## config.mk

```make
export PLATFORM = sky130hd
export DESIGN_NAME = apb_req_arbiter_flat
export DESIGN_NICKNAME = d
export VERILOG_FILES = /design/src/rtl/apb_req_arbiter_if.sv /design/src/rtl/apb_req_arbiter.sv /design/src/flat_wrapper.sv
export SDC_FILE = /design/constraint.sdc
export NUM_CORES = 1
export LEC_CHECK = 0
export ABC_AREA = 1
export ABC_CLOCK_PERIOD_IN_PS = 4800
export CELL_PAD_IN_SITES_DETAIL_PLACEMENT = 1
export CELL_PAD_IN_SITES_GLOBAL_PLACEMENT = 2
export CORE_MARGIN = 8
export CORE_UTILIZATION = 20
export CTS_BUF_LIST = sky130_fd_sc_hd__clkbuf_8
export DETAILED_ROUTE_END_ITERATION = 8
export PLACE_DENSITY = 0.79
export SLEW_MARGIN = 20
export SYNTH_ARGS = -nofsm -noshare
export SYNTH_HDL_FRONTEND = slang
export SYNTH_SLANG_ARGS = --single-unit
```

## constraint.sdc

```tcl
create_clock -name PCLK -period 4.8 [get_ports PCLK]
set_clock_uncertainty 0.2 [all_clocks]
set_input_delay 0.96 -clock PCLK [delete_from_list [all_inputs] [get_ports PCLK]]
set_output_delay 0.96 -clock PCLK [all_outputs]
set_load 0.005 [all_outputs]
```

## src/rtl/apb_req_arbiter_if.sv

```systemverilog
// Requester, command and bus-monitor bundle for apb_req_arbiter.
// The slave view is the arbiter; the master view drives requests and taps.
interface apb_req_arbiter_if #(
  parameter int NUM_REQ = 4,
  parameter int ADDR_W  = 32,
  parameter int DATA_W  = 32
);
  logic [NUM_REQ-1:0]        req;
  logic [NUM_REQ-1:0]        req_wr;
  logic [NUM_REQ*ADDR_W-1:0] req_addr;
  logic [NUM_REQ*DATA_W-1:0] req_wdata;
  logic [NUM_REQ*2-1:0]      req_size;
  logic [NUM_REQ-1:0]        gnt;
  logic [NUM_REQ-1:0]        done;
  logic                      err;
  logic [DATA_W-1:0]         rdata;
  logic [ADDR_W-1:0]         address;
  logic [DATA_W-1:0]         write_data;
  logic [1:0]                processs;
  logic [1:0]                data_size;
  logic                      PSEL0;
  logic                      PSEL1;
  logic                      PENABLE;
  logic                      PREADY;
  logic [DATA_W-1:0]         PRDATA;

  modport slave (
    input  req, req_wr, req_addr, req_wdata, req_size,
    input  PSEL0, PSEL1, PENABLE, PREADY, PRDATA,
    output gnt, done, err, rdata,
    output address, write_data, processs, data_size
  );

  modport master (
    output req, req_wr, req_addr, req_wdata, req_size,
    output PSEL0, PSEL1, PENABLE, PREADY, PRDATA,
    input  gnt, done, err, rdata,
    input  address, write_data, processs, data_size
  );
endinterface

```

## src/rtl/apb_req_arbiter.sv

```systemverilog
// Round-robin command arbiter and sequencer in front of apb_master.
// One transfer in flight; completion is observed on the shared APB bus.
module apb_req_arbiter #(
  parameter int NUM_REQ     = 4,
  parameter int ADDR_W      = 32,
  parameter int DATA_W      = 32,
  parameter int TIMEOUT_CYC = 64
) (
  input logic              PCLK,
  input logic              PRESET,
  apb_req_arbiter_if.slave bus
);
  localparam int IW = $clog2(NUM_REQ);
  localparam int CW = $clog2(TIMEOUT_CYC) + 1;

  typedef enum logic [1:0] {
    S_IDLE,
    S_ISSUE,
    S_WAIT,
    S_DONE
  } state_t;

  state_t             state_q, state_d;
  logic [IW-1:0]      ptr_q, ptr_d;
  logic [IW-1:0]      idx_q, idx_d;
  logic               wr_q, wr_d;
  logic [CW-1:0]      cnt_q, cnt_d;
  logic [NUM_REQ-1:0] gnt_q, gnt_d;
  logic [NUM_REQ-1:0] done_q, done_d;
  logic               err_q, err_d;
  logic [DATA_W-1:0]  rdata_q, rdata_d;
  logic [DATA_W-1:0]  wdata_q, wdata_d;
  logic [ADDR_W-1:0]  addr_q, addr_d;
  logic [1:0]         proc_q, proc_d;
  logic [1:0]         size_q, size_d;

  logic [ADDR_W-1:0]  addr_a  [NUM_REQ];
  logic [DATA_W-1:0]  wdata_a [NUM_REQ];
  logic [1:0]         size_a  [NUM_REQ];

  logic               win_found;
  logic [IW-1:0]      win_idx;
  logic [IW:0]        rr_s;
  logic [IW-1:0]      rr_i;
  logic               cmpl;

  for (genvar g = 0; g < NUM_REQ; g++) begin : g_unpack
    assign addr_a[g]  = bus.req_addr[g*ADDR_W +: ADDR_W];
    assign wdata_a[g] = bus.req_wdata[g*DATA_W +: DATA_W];
    assign size_a[g]  = bus.req_size[g*2 +: 2];
  end

  assign cmpl = (bus.PSEL0 | bus.PSEL1)
              & bus.PENABLE & bus.PREADY;

  // First requester at or above ptr, wrapping.
  always_comb begin
    win_found = 1'b0;
    win_idx   = '0;
    rr_s      = '0;
    rr_i      = '0;
    for (int k = 0; k < NUM_REQ; k++) begin
      rr_s = {1'b0, ptr_q} + (IW+1)'(k);
      if (rr_s >= (IW+1)'(NUM_REQ))
        rr_s = rr_s - (IW+1)'(NUM_REQ);
      rr_i = rr_s[IW-1:0];
      if (!win_found && bus.req[rr_i]) begin
        win_found = 1'b1;
        win_idx   = rr_i;
      end
    end
  end

  always_comb begin
    state_d = state_q;
    ptr_d   = ptr_q;
    idx_d   = idx_q;
    wr_d    = wr_q;
    cnt_d   = cnt_q;
    gnt_d   = gnt_q;
    done_d  = '0;
    err_d   = 1'b0;
    rdata_d = rdata_q;
    wdata_d = wdata_q;
    addr_d  = addr_q;
    proc_d  = 2'b00;
    size_d  = size_q;
    unique case (state_q)
      S_IDLE: begin
        if (win_found) begin
          state_d        = S_ISSUE;
          idx_d          = win_idx;
          wr_d           = bus.req_wr[win_idx];
          addr_d         = addr_a[win_idx];
          wdata_d        = wdata_a[win_idx];
          size_d         = size_a[win_idx];
          cnt_d          = '0;
          gnt_d          = '0;
          gnt_d[win_idx] = 1'b1;
          proc_d         = bus.req_wr[win_idx]
                         ? 2'b01 : 2'b10;
        end
      end
      S_ISSUE: state_d = S_WAIT;
      S_WAIT: begin
        cnt_d = cnt_q + 1'b1;
        // Real completion wins over a same-cycle timeout.
        if (cmpl) begin
          state_d       = S_DONE;
          done_d[idx_q] = 1'b1;
          rdata_d       = wr_q ? '0 : bus.PRDATA;
        end else if (cnt_q == CW'(TIMEOUT_CYC - 1)) begin
          state_d       = S_DONE;
          done_d[idx_q] = 1'b1;
          err_d         = 1'b1;
          rdata_d       = '0;
        end
      end
      S_DONE: begin
        state_d = S_IDLE;
        gnt_d   = '0;
        cnt_d   = '0;
        ptr_d   = (idx_q == IW'(NUM_REQ - 1))
                ? '0 : idx_q + 1'b1;
      end
      default: state_d = S_IDLE;
    endcase
  end

  always_ff @(posedge PCLK or posedge PRESET) begin
    if (PRESET) begin
      state_q <= S_IDLE;
      ptr_q   <= '0;
      idx_q   <= '0;
      wr_q    <= 1'b0;
      cnt_q   <= '0;
      gnt_q   <= '0;
      done_q  <= '0;
      err_q   <= 1'b0;
      rdata_q <= '0;
      wdata_q <= '0;
      addr_q  <= '0;
      proc_q  <= 2'b00;
      size_q  <= 2'b00;
    end else begin
      state_q <= state_d;
      ptr_q   <= ptr_d;
      idx_q   <= idx_d;
      wr_q    <= wr_d;
      cnt_q   <= cnt_d;
      gnt_q   <= gnt_d;
      done_q  <= done_d;
      err_q   <= err_d;
      rdata_q <= rdata_d;
      wdata_q <= wdata_d;
      addr_q  <= addr_d;
      proc_q  <= proc_d;
      size_q  <= size_d;
    end
  end

  assign bus.gnt        = gnt_q;
  assign bus.done       = done_q;
  assign bus.err        = err_q;
  assign bus.rdata      = rdata_q;
  assign bus.address    = addr_q;
  assign bus.write_data = wdata_q;
  assign bus.processs   = proc_q;
  assign bus.data_size  = size_q;
endmodule
```

## src/flat_wrapper.sv

```systemverilog
// flat-port wrapper written by rule: the top's interface ports become plain ports
module apb_req_arbiter_flat 
#(
  parameter int NUM_REQ     = 4,
  parameter int ADDR_W      = 32,
  parameter int DATA_W      = 32,
  parameter int TIMEOUT_CYC = 64
)
  (PCLK, PRESET, bus_req, bus_req_wr, bus_req_addr, bus_req_wdata, bus_req_size, bus_PSEL0, bus_PSEL1, bus_PENABLE, bus_PREADY, bus_PRDATA, bus_gnt, bus_done, bus_err, bus_rdata, bus_address, bus_write_data, bus_processs, bus_data_size);
  apb_req_arbiter_if #(.NUM_REQ(NUM_REQ), .ADDR_W(ADDR_W), .DATA_W(DATA_W)) bus_i ();
  input logic PCLK;
  input logic PRESET;
  input wire logic [$bits(bus_i.req)-1:0] bus_req;
  input wire logic [$bits(bus_i.req_wr)-1:0] bus_req_wr;
  input wire logic [$bits(bus_i.req_addr)-1:0] bus_req_addr;
  input wire logic [$bits(bus_i.req_wdata)-1:0] bus_req_wdata;
  input wire logic [$bits(bus_i.req_size)-1:0] bus_req_size;
  input wire logic [$bits(bus_i.PSEL0)-1:0] bus_PSEL0;
  input wire logic [$bits(bus_i.PSEL1)-1:0] bus_PSEL1;
  input wire logic [$bits(bus_i.PENABLE)-1:0] bus_PENABLE;
  input wire logic [$bits(bus_i.PREADY)-1:0] bus_PREADY;
  input wire logic [$bits(bus_i.PRDATA)-1:0] bus_PRDATA;
  output wire logic [$bits(bus_i.gnt)-1:0] bus_gnt;
  output wire logic [$bits(bus_i.done)-1:0] bus_done;
  output wire logic [$bits(bus_i.err)-1:0] bus_err;
  output wire logic [$bits(bus_i.rdata)-1:0] bus_rdata;
  output wire logic [$bits(bus_i.address)-1:0] bus_address;
  output wire logic [$bits(bus_i.write_data)-1:0] bus_write_data;
  output wire logic [$bits(bus_i.processs)-1:0] bus_processs;
  output wire logic [$bits(bus_i.data_size)-1:0] bus_data_size;
  assign bus_i.req = bus_req;
  assign bus_i.req_wr = bus_req_wr;
  assign bus_i.req_addr = bus_req_addr;
  assign bus_i.req_wdata = bus_req_wdata;
  assign bus_i.req_size = bus_req_size;
  assign bus_i.PSEL0 = bus_PSEL0;
  assign bus_i.PSEL1 = bus_PSEL1;
  assign bus_i.PENABLE = bus_PENABLE;
  assign bus_i.PREADY = bus_PREADY;
  assign bus_i.PRDATA = bus_PRDATA;
  assign bus_gnt = bus_i.gnt;
  assign bus_done = bus_i.done;
  assign bus_err = bus_i.err;
  assign bus_rdata = bus_i.rdata;
  assign bus_address = bus_i.address;
  assign bus_write_data = bus_i.write_data;
  assign bus_processs = bus_i.processs;
  assign bus_data_size = bus_i.data_size;
  apb_req_arbiter #(.NUM_REQ(NUM_REQ), .ADDR_W(ADDR_W), .DATA_W(DATA_W), .TIMEOUT_CYC(TIMEOUT_CYC)) u_core (.PCLK(PCLK), .PRESET(PRESET), .bus(bus_i));
endmodule
```

# Word level (Yosys, flattened, before mapping)
# Cells that the tools add are included.
word_totals:
  output_inout_bits: 109
  n_memories: 0
  mem_bits_ro: 0
  mem_bits_rw: 0
  wordCells: 119
  reg_bits: 123
  latch_bits: 0
classes:
  order_cmp: 13
  reduce_logical: 17
  shift: 0
  mul: 0
  n_eq_ne: 7
  n_mux: 56
  n_bitwise: 4
  add_sub_neg: 9
  div: 0
op_table:
  columns: ["operator", "n"]
  rows:
  - ["$mux W32", 7]
  - ["$bmux W32 S2", 2]
  - ["$mux W2", 17]
  - ["$pmux W7 S3", 1]
  - ["$lt A2 B3 Y1 const B", 6]
  - ["$mux W4", 4]
  - ["$mux W1", 14]
  - ["$ge A3 B3 Y1 const B", 4]
  - ["$bmux W1 S2", 5]
  - ["$reduce_and A2 Y1", 5]
  - ["$pmux W2 S4", 1]
  - ["$pmux W4 S2", 1]
  - ["$sub A2 B1 Y2 const B", 4]
  - ["$add A7 B1 Y7 const B", 1]
  - ["$eq A7 B6 Y1 const B", 1]
  - ["$mux W7", 1]
  - ["$add A2 B2 Y3 const B", 2]
  - ["$eq A2 B2 Y1 const B", 3]
  - ["$logic_and A1 B1 Y1", 5]
  - ["$bmux W2 S2", 1]
  - ["$demux W1 S2", 2]
  - ["$ge A2 B1 Y1 const B", 2]
  - ["$reduce_bool A2 Y1", 2]
  - ["$add A2 B1 Y3 const B", 1]
  - ["11 further kinds", 14]

# Logic depth before layout (Yosys ltp)
# Gate-level depths: netlist (run 1).
depth:
  ltp_word: 20
  mapped_depth: 18
  ltp_nobuf: 15

# Least setup slack after synthesis (run 1)
# No wires, ideal clock.
synth_path:
  kind: "input port to flip-flop"
  from: "input bus_req[3]"
  to: "register u_core.wdata_q[10] (netlist: u_core.bus.write_data[10])"
  arrival_time_ns: 2.191
  path_buffers: 2
  path_stages: 14
  setup_ns: 0.117
  required_time_ns: 4.483
  slack_ns: 2.292
  cell_sequence: "inv_1 -> nand2_1 -> nand3_1 -> nand2_1 -> nor2_4 -> nand4_1 -> nand2_2 -> inv_2 -> buf_6 -> buf_4 -> nand2_1 -> nand2_1 -> nand2_1 -> nand2_1"
synth_via:
  elab_chain_cells: 16
synth_lines:
  columns: ["element", "line", "rtl"]
  rows:
  - ["start: declaration", "flat_wrapper.sv:13", "input wire logic [$bits(bus_i.req)-1:0] bus_req;"]
  - ["$bmux W1 S2", "apb_req_arbiter.sv:67", "if (!win_found && bus.req[rr_i]) begin"]
  - ["$mux W1 (implied by the code)", "apb_req_arbiter.sv:67", null]
  - ["$mux W1", "apb_req_arbiter.sv:67", null]
  - ["$logic_not A1 Y1", "apb_req_arbiter.sv:67", null]
  - ["$logic_and A1 B1 Y1", "apb_req_arbiter.sv:67", null]
  - ["$mux W1", "apb_req_arbiter.sv:67", null]
  - ["$logic_not A1 Y1", "apb_req_arbiter.sv:67", null]
  - ["$logic_and A1 B1 Y1", "apb_req_arbiter.sv:67", null]
  - ["$mux W1", "apb_req_arbiter.sv:67", null]
  - ["$logic_not A1 Y1", "apb_req_arbiter.sv:67", null]
  - ["$logic_and A1 B1 Y1", "apb_req_arbiter.sv:67", null]
  - ["$mux W2", "apb_req_arbiter.sv:67", null]
  - ["$not A2 Y3 (implied by the code)", "apb_req_arbiter.sv:95", "wdata_d = wdata_a[win_idx];"]
  - ["$bmux W32 S2", "apb_req_arbiter.sv:95", null]
  - ["$mux W32 (implied by the code) (2 in a row)", "apb_req_arbiter.sv:95", null]
  - ["end signal: assignment", "apb_req_arbiter.sv:155", "wdata_q <= wdata_d;"]
  - ["end: declaration", "apb_req_arbiter.sv:32", "logic [DATA_W-1:0] wdata_q, wdata_d;"]
# Parallel ways exist; a longest one is shown, timed or not. The select of a mux whose other input is x is not followed.
# A chain may end at the register's enable or synchronous reset.

# Final worst setup path (run 1)
layout_path:
  from: "input bus_req[3]"
  to: "register u_core.proc_q[0] (netlist: u_core.bus.processs[0])"
layout_via:
  elab_chain_cells: 17
layout_lines:
  columns: ["element", "line", "rtl"]
  rows:
  - ["$bmux W1 S2", "apb_req_arbiter.sv:67", null]
  - ["$mux W1 (implied by the code)", "apb_req_arbiter.sv:67", null]
  - ["$mux W1", "apb_req_arbiter.sv:67", null]
  - ["$logic_not A1 Y1", "apb_req_arbiter.sv:67", null]
  - ["$logic_and A1 B1 Y1", "apb_req_arbiter.sv:67", null]
  - ["$mux W1", "apb_req_arbiter.sv:67", null]
  - ["$logic_not A1 Y1", "apb_req_arbiter.sv:67", null]
  - ["$logic_and A1 B1 Y1", "apb_req_arbiter.sv:67", null]
  - ["[... 2 more ...]", null, null]
  - ["$logic_and A1 B1 Y1", "apb_req_arbiter.sv:67", null]
  - ["$mux W2", "apb_req_arbiter.sv:67", null]
  - ["$bmux W1 S2", "apb_req_arbiter.sv:100", "proc_d = bus.req_wr[win_idx]"]
  - ["$mux W1 (implied by the code)", "apb_req_arbiter.sv:100", null]
  - ["$mux W2", "apb_req_arbiter.sv:101", "? 2'b01 : 2'b10;"]
  - ["$mux W2 *", "apb_req_arbiter.sv:90", "if (win_found) begin"]
  - ["$mux W2 *", "apb_req_arbiter.sv:88", "unique case (state_q)"]
  - ["net u_core.proc_d[0]", "apb_req_arbiter.sv:34", "logic [1:0] proc_q, proc_d;"]
  - ["end signal: assignment", "apb_req_arbiter.sv:157", "proc_q <= proc_d;"]
  - ["end: declaration", "apb_req_arbiter.sv:34", null]
# The timed path passes the listed nets; every way through them passes the cells marked *. The select of a mux whose other input is x is not followed.

==> flow_summary.toml, run 1 <==
[placement]
place_congestion = 0.779
portBuffers = 418
placed_area_sq_um = 12700
dp_hpwl_um = 31400
dpl.cell_count = 2150
pre_cts_slack_ns = 1.00

[grt]
antenna_found_initial = 13
top_usage_layer = "met2"
met2_usage = 0.289
grt_util_all_layers = 0.173
grt_max_degree = 135
grt_util_met1 = 0.208
grt_pass1_vias = 10500
grt_pass1_wl_um = 63800
met3_usage = 0.0675
grt_remaining_overflow = 0

[synth]
synth.distinct_cells = 26
syn_avg_cell_area_sq_um = 6.37
synth_warnings = 0
ys_seq_area_frac = 0.377
synth_seq_cells = 123
synth_nets = 1602
syn_area_sq_um = 8170
synthCells = 1282

[pwr]
irDropWorstVdd_mv = 0.494
p_leak_nw = 6.36
powerDensity_nw_per_um2 = 690

[layout]
synthToLayoutAreaGrowth_pct = 60.9
fin_area_sq_um = 13200
fin_nets = 1957
n_fill_cell = 5105
drive_gt1_frac = 0.0376
final_cells = 2185

[floorplanning]
coreArea_sq_um = 40600
fp.dieH_um = 218
start_util = 0.201
die_area_sq_um = 47600
io_pins = 419
die_x_um = 218
rows = 74

[clock_network]
path_clk_slew_ns = 0.08
clk_latency_ns = 0.46
htreeDepth = 4
cts-root-buf = "clkbuf_8"
cts_post_setup_buffers_inserted = 0
cts_buffers = 17
ctsLongestPathBuffers = 2
cts-resized-gates = 0
clock-sinks = 123
ctsHoldBuffers = 0
cts_tree = "done"

[critical_path]
critPathCaptureType = "flop"
cp.required_ns = 4.99
cp_data_arrival_time_ns = 3.45
critPathMaxFanout = 44
crit_type = "in -> reg"
start_kind = "primary input"

[sta]
rsz0062_at_grt = "false"
worst_pin_slew_ns = 0.905
hold_viol = 0
setup_viol = 0
setup_ws_ns = 1.55
drv_slew = 0
fmax_ghz = 0.307
maxSlewHeadroom = 0.397
finalCriticalPeriod_ns = 3.25
setup_tns_ns = 0
min_period_over_period = 0.678

[route]
drt_wl_total_um = 42100
wl_per_cell_um = 19.3
drc_errors = 0
final_antenna_net_count = 0
dr.pass1.iters = 4
post_drt_via_cell_ratio = 4.45
drt_iter0_markers = 400
vias = 9727

[hold_path]
hold_path.class = "reg -> reg"

[run_status]
status = "completed"

[flow_run]
drv_cap = 0
synthesized netlist by cell type:
| cell type | number | area, sq um |
|---|---|---|
| buf_6 | 13 | 146 |
| clkbuf_1 | 39 | 146 |
| nand3_4 | 1 | 17.5 |
| ha_1 | 10 | 125 |
| nor2_1 | 16 | 60.1 |
| nor3_1 | 2 | 10.0 |
| nand2_1 | 793 | 2980 |
| dfrtp_1 | 123 | 3080 |
| inv_2 | 3 | 11.3 |
| o21ai_0 | 42 | 210 |
| nand2_2 | 2 | 12.5 |
| o21ai_2 | 1 | 8.76 |
| buf_2 | 37 | 185 |
| xor2_1 | 4 | 35.0 |
| buf_1 | 4 | 15.0 |
| buf_4 | 4 | 30.0 |
| nand3_2 | 2 | 20.0 |
| nand3_1 | 9 | 45.0 |
| inv_1 | 30 | 113 |
| nand3b_1 | 1 | 7.51 |
| nand4_1 | 138 | 863 |
| nor2_4 | 1 | 11.3 |
| o22ai_1 | 4 | 25.0 |
| a21oi_1 | 1 | 5.00 |
| o31ai_1 | 1 | 7.51 |
| inv_4 | 1 | 6.26 |
critical path, stage by stage:
cell and delay (ns):
clkdlybuf4s50_1 0.42, inv_1 0.08, nand2_1 0.07, nand3_1 0.13, nand2_1 0.13, nor2_4 0.19, nand3_4 0.14, nand3_4 0.30
buf_4 0.49, nand2_1 0.09, nand2_1 0.08, nand2_1 0.05, nand2_1 0.11, nand2_1 0.08, inv_1 0.09
cells in the final DEF, fill, tap and decap left out, types with 4 or more instances in the layout:
cell type        netlist  final
inv_1                 30     29
ha_1                  10     10
clkbuf_8               0     17
nand2_4                0      4
buf_12                 0      5
nor2_1                16     15
o22ai_1                4      4
buf_4                  4     10
nand2_1              793    791
o21ai_0               42     42
clkdlybuf4s50_1        0    418
nand3_1                9      9
dfrtp_1              123    123
nand4_1              138    138
inv_6                  0      5
xor2_1                 4      4
metal layers:
metal / part of all wire / routed length (um)
met2: 0.47 / 19900
met1: 0.43 / 18100
met3: 0.081 / 3430
met5: 0.0035 / 147
met4: 0.012 / 495
sequential cells by signal, indices dropped and copies added, names as in the netlist:
name / cells
u_core.bus.processs: 2
u_core.idx_q: 2
u_core.bus.data_size: 2
u_core.bus.gnt: 4
u_core.bus.address: 32
u_core.bus.write_data: 32
u_core.wr_q: 1
u_core.cnt_q: 7
u_core.bus.done: 4
u_core.bus.err: 1
u_core.bus.rdata: 32
u_core.ptr_q: 2
u_core.state_q: 2
power by group:
group / switching, mW / internal (mW) / total, mW / leakage [nW]
sequential: 0.245 / 1.42 / 1.67 / 1.61
combinational: 4.12 / 2.26 / 6.38 / 4.54
clock: 0.503 / 0.523 / 1.03 / 0.209
total: 4.87 / 4.21 / 9.08 / 6.36
kinds of logic (layout without fill, tap and decap cells):
kind of cell	after synthesis	count (layout)	synth area share
buf+inv	131	499	0.0799
compound gates	49	49	0.0314
flops	123	123	0.377
fa+ha+maj	10	10	0.0153
xor+xnor	4	4	0.00429
simple gates	965	965	0.492
other cells	0	3	0
final timing paths:
path / from / slack, ns / endpoint / cells after the start
worst max-delay path: bus_req[3] / 1.55 / u_core.bus.processs[0] / 15
worst min-delay path: u_core.bus.address[28] / 0.28 / u_core.bus.address[28] / 2
worst max register to register: u_core.ptr_q[0] / 1.75 / u_core.bus.processs[0] / 15
worst min register to register: u_core.bus.address[28] / 0.28 / u_core.bus.address[28] / 2
max in group asynchronous: PRESET / 2.74 / u_core.bus.write_data[7] / 3
min in group asynchronous: PRESET / 0.78 / u_core.bus.rdata[6] / 2
per-stage QoR:
stage	power [mW]	util	hold slack, ns
2_1_floorplan	5.89	-	0.250
3_3_place_gp	8.17	0.314	0.261
3_5_place_dp	8.24	0.314	0.264
4_1_cts	9.33	0.324	0.287
5_1_grt	10.1	0.324	0.305
6_report	9.08	0.324	0.281
layout make-up:
| type | count | area [sq um] | share of cell area |
|---|---|---|---|
| multi-input cells | 1028 | 4480 | 0.341 |
| repair buffers | 433 | 4360 | 0.331 |
| flip-flops and latches | 123 | 3080 | 0.234 |
| well taps | 532 | 666 | 0.0506 |
| clock buffers | 17 | 234 | 0.0178 |
| clock inverters | 15 | 188 | 0.0143 |
| inverters | 34 | 135 | 0.0103 |
| diodes | 3 | 7.51 | 0.000571 |
No activity file was read; power rests on OpenSTA's default activity.
==> run 2: changes to the inputs <==
- ABC_CLOCK_PERIOD_IN_PS: 4800 -> 3000
- clock period: 4.8 -> 3 ns (I/O delays scaled with it)
==> flow_summary.toml, run 2 (same netlist as run 1, synthesis figures left out) <==
[floorplanning]
start_util = 0.201
rows = 74
die_x_um = 218
coreArea_sq_um = 40600
io_pins = 419
fp.dieH_um = 218
die_area_sq_um = 47600

[placement]
dp_hpwl_um = 32800
place_congestion = 0.809
placed_area_sq_um = 13000
portBuffers = 418
dpl.cell_count = 2169

[grt]
grt_pass1_vias = 10700
grt_pass1_wl_um = 65300
antenna_found_initial = 11
grt_remaining_overflow = 0
grt_max_degree = 77
grt_util_all_layers = 0.176

[route]
drt_iter0_markers = 351
wl_per_cell_um = 19.4
vias = 9876
drt_wl_total_um = 42900
dr.pass1.iters = 6
drc_errors = 0
final_antenna_net_count = 0
post_drt_via_cell_ratio = 4.47

[clock_network]
cts-resized-gates = 0
ctsHoldBuffers = 0
clk_latency_ns = 0.48
cts_post_setup_buffers_inserted = 0
clock-sinks = 123
cts-root-buf = "clkbuf_8"
cts_buffers = 17
ctsLongestPathBuffers = 2
htreeDepth = 4
cts_tree = "done"
path_clk_slew_ns = 0.09

[sta]
holdWs_ns = 0.285
worst_pin_slew_ns = 0.658
hold_viol = 0
min_period_over_period = 0.885
drv_slew = 0
finalCriticalPeriod_ns = 2.66
setup_tns_ns = 0
setup_viol = 0
maxSlewHeadroom = 0.557
fmax_ghz = 0.377
rsz0062_at_grt = "false"

[critical_path]
critPathMaxFanout = 40
worstSetupEndpoint = "u_core.bus.write_data[3]"
startpoint = "u_core.ptr_q[0]"
reg2reg_to = "u_core.bus.write_data[3]"
reg2regPathDepth = 11
reg2reg_from = "u_core.ptr_q[0]"
reg2reg_slack_ns = 0.34
critPathCaptureType = "flop"
start_kind = "flop"
cp.required_ns = 3.22
cp_data_arrival_time_ns = 2.87
crit_type = "reg -> reg"

[flow_run]
drv_cap = 0

[run_status]
status = "completed"

[layout]
n_fill_cell = 5122
final_common_cell = "nand2_1"
drive_gt1_frac = 0.0485
synthToLayoutAreaGrowth_pct = 64.2
final_cells = 2210
fin_nets = 1976
layout_common_cells = "791 x nand2_1, 418 x clkdlybuf4s50_1, 138 x nand4_1"
fin_area_sq_um = 13400

[pwr]
sw_frac_of_total = 0.530
irDropWorstVdd_mv = 1.15
power_frac_seq = 0.176
pwr-share-clk = 0.102
comb_power_share = 0.721
powerDensity_nw_per_um2 = 1130
power.internal_mw = 7.10
p_leak_nw = 6.48
p_switching_mw = 8.01

[hold_path]
hold_path.class = "reg -> reg"
-- run 2: cell types whose count changed in the layout (fill, tap and decap cells not counted), sizes merged --
cell,delta
diode,+6
inv,+3
clkinv,-4
clkinvlp,+3
buf,+19
bufinv,-2
-- run 2: worst min-delay path by stage --
| stage | from | to | slack [ns] | cells past startpoint |
|---|---|---|---|---|
| 6_report | u_core.bus.write_data[12] | u_core.bus.write_data[12] | 0.28 | 2 |
| 3_5_place_dp | u_core.bus.address[10] | u_core.bus.address[10] | 0.27 | 2 |
| 4_1_cts | u_core.bus.write_data[12] | u_core.bus.write_data[12] | 0.29 | 2 |
| 2_1_floorplan | u_core.wr_q | u_core.wr_q | 0.25 | 2 |
| 3_3_place_gp | u_core.bus.write_data[12] | u_core.bus.write_data[12] | 0.26 | 2 |
| 5_1_grt | u_core.bus.address[24] | u_core.bus.address[24] | 0.31 | 2 |
-- run 2: per-stage QoR --
step	worst slack (ns)	power [mW]	util
floorplan	0.689	9.42	-
global placement	-0.0197	13.7	0.321
detailed placement	-0.0806	13.9	0.321
CTS	0.253	15.5	0.330
global route	0.0282	16.8	0.331
finish	0.345	15.1	0.331
-- run 2: power by group through the flow --
stage	clock network, mW	registers [mW]	logic (mW)
after floorplan	0	2.65	6.77
after global placement	0	2.67	11.1
after detailed placement	0	2.69	11.2
after CTS	1.63	2.67	11.2
after global routing	1.68	2.74	12.4
final	1.54	2.66	10.9
-- run 2: critical path, cell delays in order (launching register included) --
cell and delay, ns:
dfrtp_1 0.63, inv_4 0.14, nand2_1 0.12, nand3_1 0.07, nand2_1 0.12, inv_1 0.12, nand3_4 0.17, nand2_4 0.10
inv_2 0.17, buf_4 0.45, nand2_1 0.17, nand2_1 0.09
-- run 2: per-layer routing --
layer | global-route usage | up-vias | routed length (um)
li1 | - | 4856 | -
met1 | 0.208 | 4667 | 18300
met2 | 0.294 | 305 | 20300
met3 | 0.0658 | 38 | 3580
met4 | 0.0542 | 10 | 758
met5 | 0 | - | 68
-- run 2: layout make-up --
cell class,instances,area [sq um],share of cell area
Multi-Input combinational cell,1028,4480,0.334
Tap cell,532,666,0.0496
Sequential cell,123,3080,0.229
Inverter,34,134,0.00998
Clock buffer,17,234,0.0174
Timing Repair Buffer,452,4650,0.347
Clock inverter,15,155,0.0116
Antenna cell,9,22.5,0.00168
==> patch (settings of run 2) <==
`ADDR_W` is set to 32 in 3 places; all go to 64.
--- a/src/rtl/apb_req_arbiter_if.sv
+++ b/src/rtl/apb_req_arbiter_if.sv
@@ -2,7 +2,7 @@
 // The slave view is the arbiter; the master view drives requests and taps.
 interface apb_req_arbiter_if #(
   parameter int NUM_REQ = 4,
-  parameter int ADDR_W  = 32,
+  parameter int ADDR_W  = 64,
   parameter int DATA_W  = 32
 );
   logic [NUM_REQ-1:0]        req;
--- a/src/rtl/apb_req_arbiter.sv
+++ b/src/rtl/apb_req_arbiter.sv
@@ -2,7 +2,7 @@
 // One transfer in flight; completion is observed on the shared APB bus.
 module apb_req_arbiter #(
   parameter int NUM_REQ     = 4,
-  parameter int ADDR_W      = 32,
+  parameter int ADDR_W      = 64,
   parameter int DATA_W      = 32,
   parameter int TIMEOUT_CYC = 64
 ) (
--- a/src/flat_wrapper.sv
+++ b/src/flat_wrapper.sv
@@ -2,7 +2,7 @@
 module apb_req_arbiter_flat 
 #(
   parameter int NUM_REQ     = 4,
-  parameter int ADDR_W      = 32,
+  parameter int ADDR_W      = 64,
   parameter int DATA_W      = 32,
   parameter int TIMEOUT_CYC = 64
 )
Ports: changed (resized bus_address and bus_req_addr); port bits go from 419 to 579. No check against the original RTL was run, so the function may have changed too.
==> patch against run 2 <==
  * Cell area is 35% higher
  * Sequential cell count is 32 higher
  * Total power is 41% higher
  * Setup slack worse by 0.062 ns
  * Wire length is 42% higher
  * Synthesized cell count is 36% higher
  * Synthesized area is 33% higher
  * Critical endpoint is now u_core.wr_q
  * Largest cell class unchanged
==> patch: results (changes against run 2) <==
metric,value,unit,change
status,finished clean,,
Switch Pwr,11.4,mW,+42%
clock buffers created by TritonCTS,17,,unchanged
largest net degree at the start of global routing,70,,-9.1%
routed length per instance,20.4,um,+4.8%
initial antenna violation count,3,,-8
CP max stage delay,0.64,ns,
clk_lat worst skew,0.54,ns,+0.06 ns
maximum clock rate,0.368,GHz,-2.3%
Nets,2724,,+38%
Register-to-Register Setup Slack,0.28,ns,-0.06 ns
Detail Route Antenna Nets,0,,unchanged
Max-slew headroom,59.4,%,+3.8 points
post-DP HPWL,47.1,mm,+44%
Clock H-tree levels,4,,unchanged
Clock transition at path regs,0.10,ns,
maximum clock path buffer count,2,,unchanged
"Top FF cell, synth",dfrtp_1,,
pre-CTS WS,-0.0742,ns,+0.00647 ns
R2R Path Start,u_core.ptr_q[0],,
sequential area share after synthesis,35.7,%,-2.0 points
Port Buffers,578,,+38%
Via-to-Cell Ratio,4.58,,+2.5%
Placed Area,17700,um^2,+36%
static leakage,8.84,nW,+37%
first-pass GRT wire length,92.4,mm,+41%
initial drt markers,581,,+66%
first-pass iteration count of the detailed router,7,,+1
Placer Congestion,0.863,,+6.8%
vias in the first global route,14811,,+38%
Netlist cell types,29,,+12%
total congestion overflow,0,,unchanged
"top cells by count, synth","nand2_1, nand4_1, dfrtp_1, buf_2, o21ai_0",,
fraction of layout cells with a size suffix above 1,5.33,%,+0.48 points
Worst Hold Class,input port to asynchronous set/reset pin,,
asr flop ratio synth,100,%,unchanged
Peak VDD IR,872,uV,-24%
CTS Root Cell,clkbuf_8,,
FF-to-FF End,u_core.wr_q,,
fillcell total,6714,,+31%
ranking of synthesized cells by area,"nand2_1, dfrtp_1, nand4_1",,
crit path DAT,3.00,ns,+0.13 ns
Worst Reg-to-Reg Cells,13,,+2
peak fanout along the critical path,69,,+73%
Mapped Nets,2194,,+37%
gr usage total,19.2,%,+1.6 points
==> patch: cell count changes after synthesis, sizes merged, moves of 2 or more <==
cell,run 2,this run
a21oi,1,3
xor2,4,0
dfrtp,123,155
nand2,795,1115
inv,34,36
o21a,0,2
nand4,138,200
buf,58,110
o21ai,43,45
nor2,17,15
clkbuf,39,32
nor3,2,5
==> patch: layout make-up <==
class	count	area share [%]
Antenna cell	2	0.0277
Clock buffer	17	1.29
Clock inverter	14	0.969
Inverter	36	0.824
Multi-Input combinational cell	1413	33.7
Sequential cell	155	21.5
Tap cell	696	4.82
Timing Repair Buffer	653	36.9
==> patch: through the flow <==
stage	utilization, %	hold WS [ns]	std cells	TNS, ns	power (mW)
after floorplan	-	0.250	1746	0	13.0
after global placement	32.8	0.262	2953	-0.0361	19.6
after detailed placement	32.8	0.264	2953	-0.611	19.9
after CTS	33.6	0.0737	2984	0	21.8
after global routing	33.6	0.105	2986	0	23.6
final	33.6	0.156	2986	0	21.3
==> patch: how the worst max path moves through the flow <==
stage,from,to,depth (start not counted)
floorplan,PRESET,u_core.bus.address[0],1
global placement,bus_req[1],u_core.bus.address[26],17
detailed placement,bus_req[3],u_core.bus.address[26],17
CTS,u_core.ptr_q[0],u_core.bus.address[26],14
global route,u_core.ptr_q[0],u_core.wr_q,15
finish,u_core.ptr_q[0],u_core.wr_q,13
==> patch: critical path: cells and delay by family (launching register included) <==
kind	cells	cell delay (ns)
flip-flops	1	0.64
AO/OA/AOI/OAI	1	0.28
AND/OR/NAND/NOR	10	1.07
buffers and inverters	2	0.40
==> patch: kinds of logic after synthesis <==
kind of cell    after synthesis  synth area share (%)
simple gates               1348                  51.7
buf+inv                     178                  8.81
flops                       155                  35.7
compound gates               55                  2.65
fa+ha+maj                    10                  1.15
==> patch: per-layer routing <==
layer	up-vias	part of all wire (%)	track usage, %
met5	-	0	0
met4	0	2.8	6.21
met3	69	5.8	5.53
met2	407	51	34.2
met1	6541	41	21.9
li1	6655	-	-
==> patch: power groups by stage <==
stage               clock [mW]  sequential [mW]  combinational (mW)
finish                    1.78             3.45                16.0
CTS                       1.89             3.46                16.4
detailed placement           0             3.49                16.4
global placement             0             3.46                16.1
floorplan                    0             3.41                9.57
global route              1.95             3.55                18.1
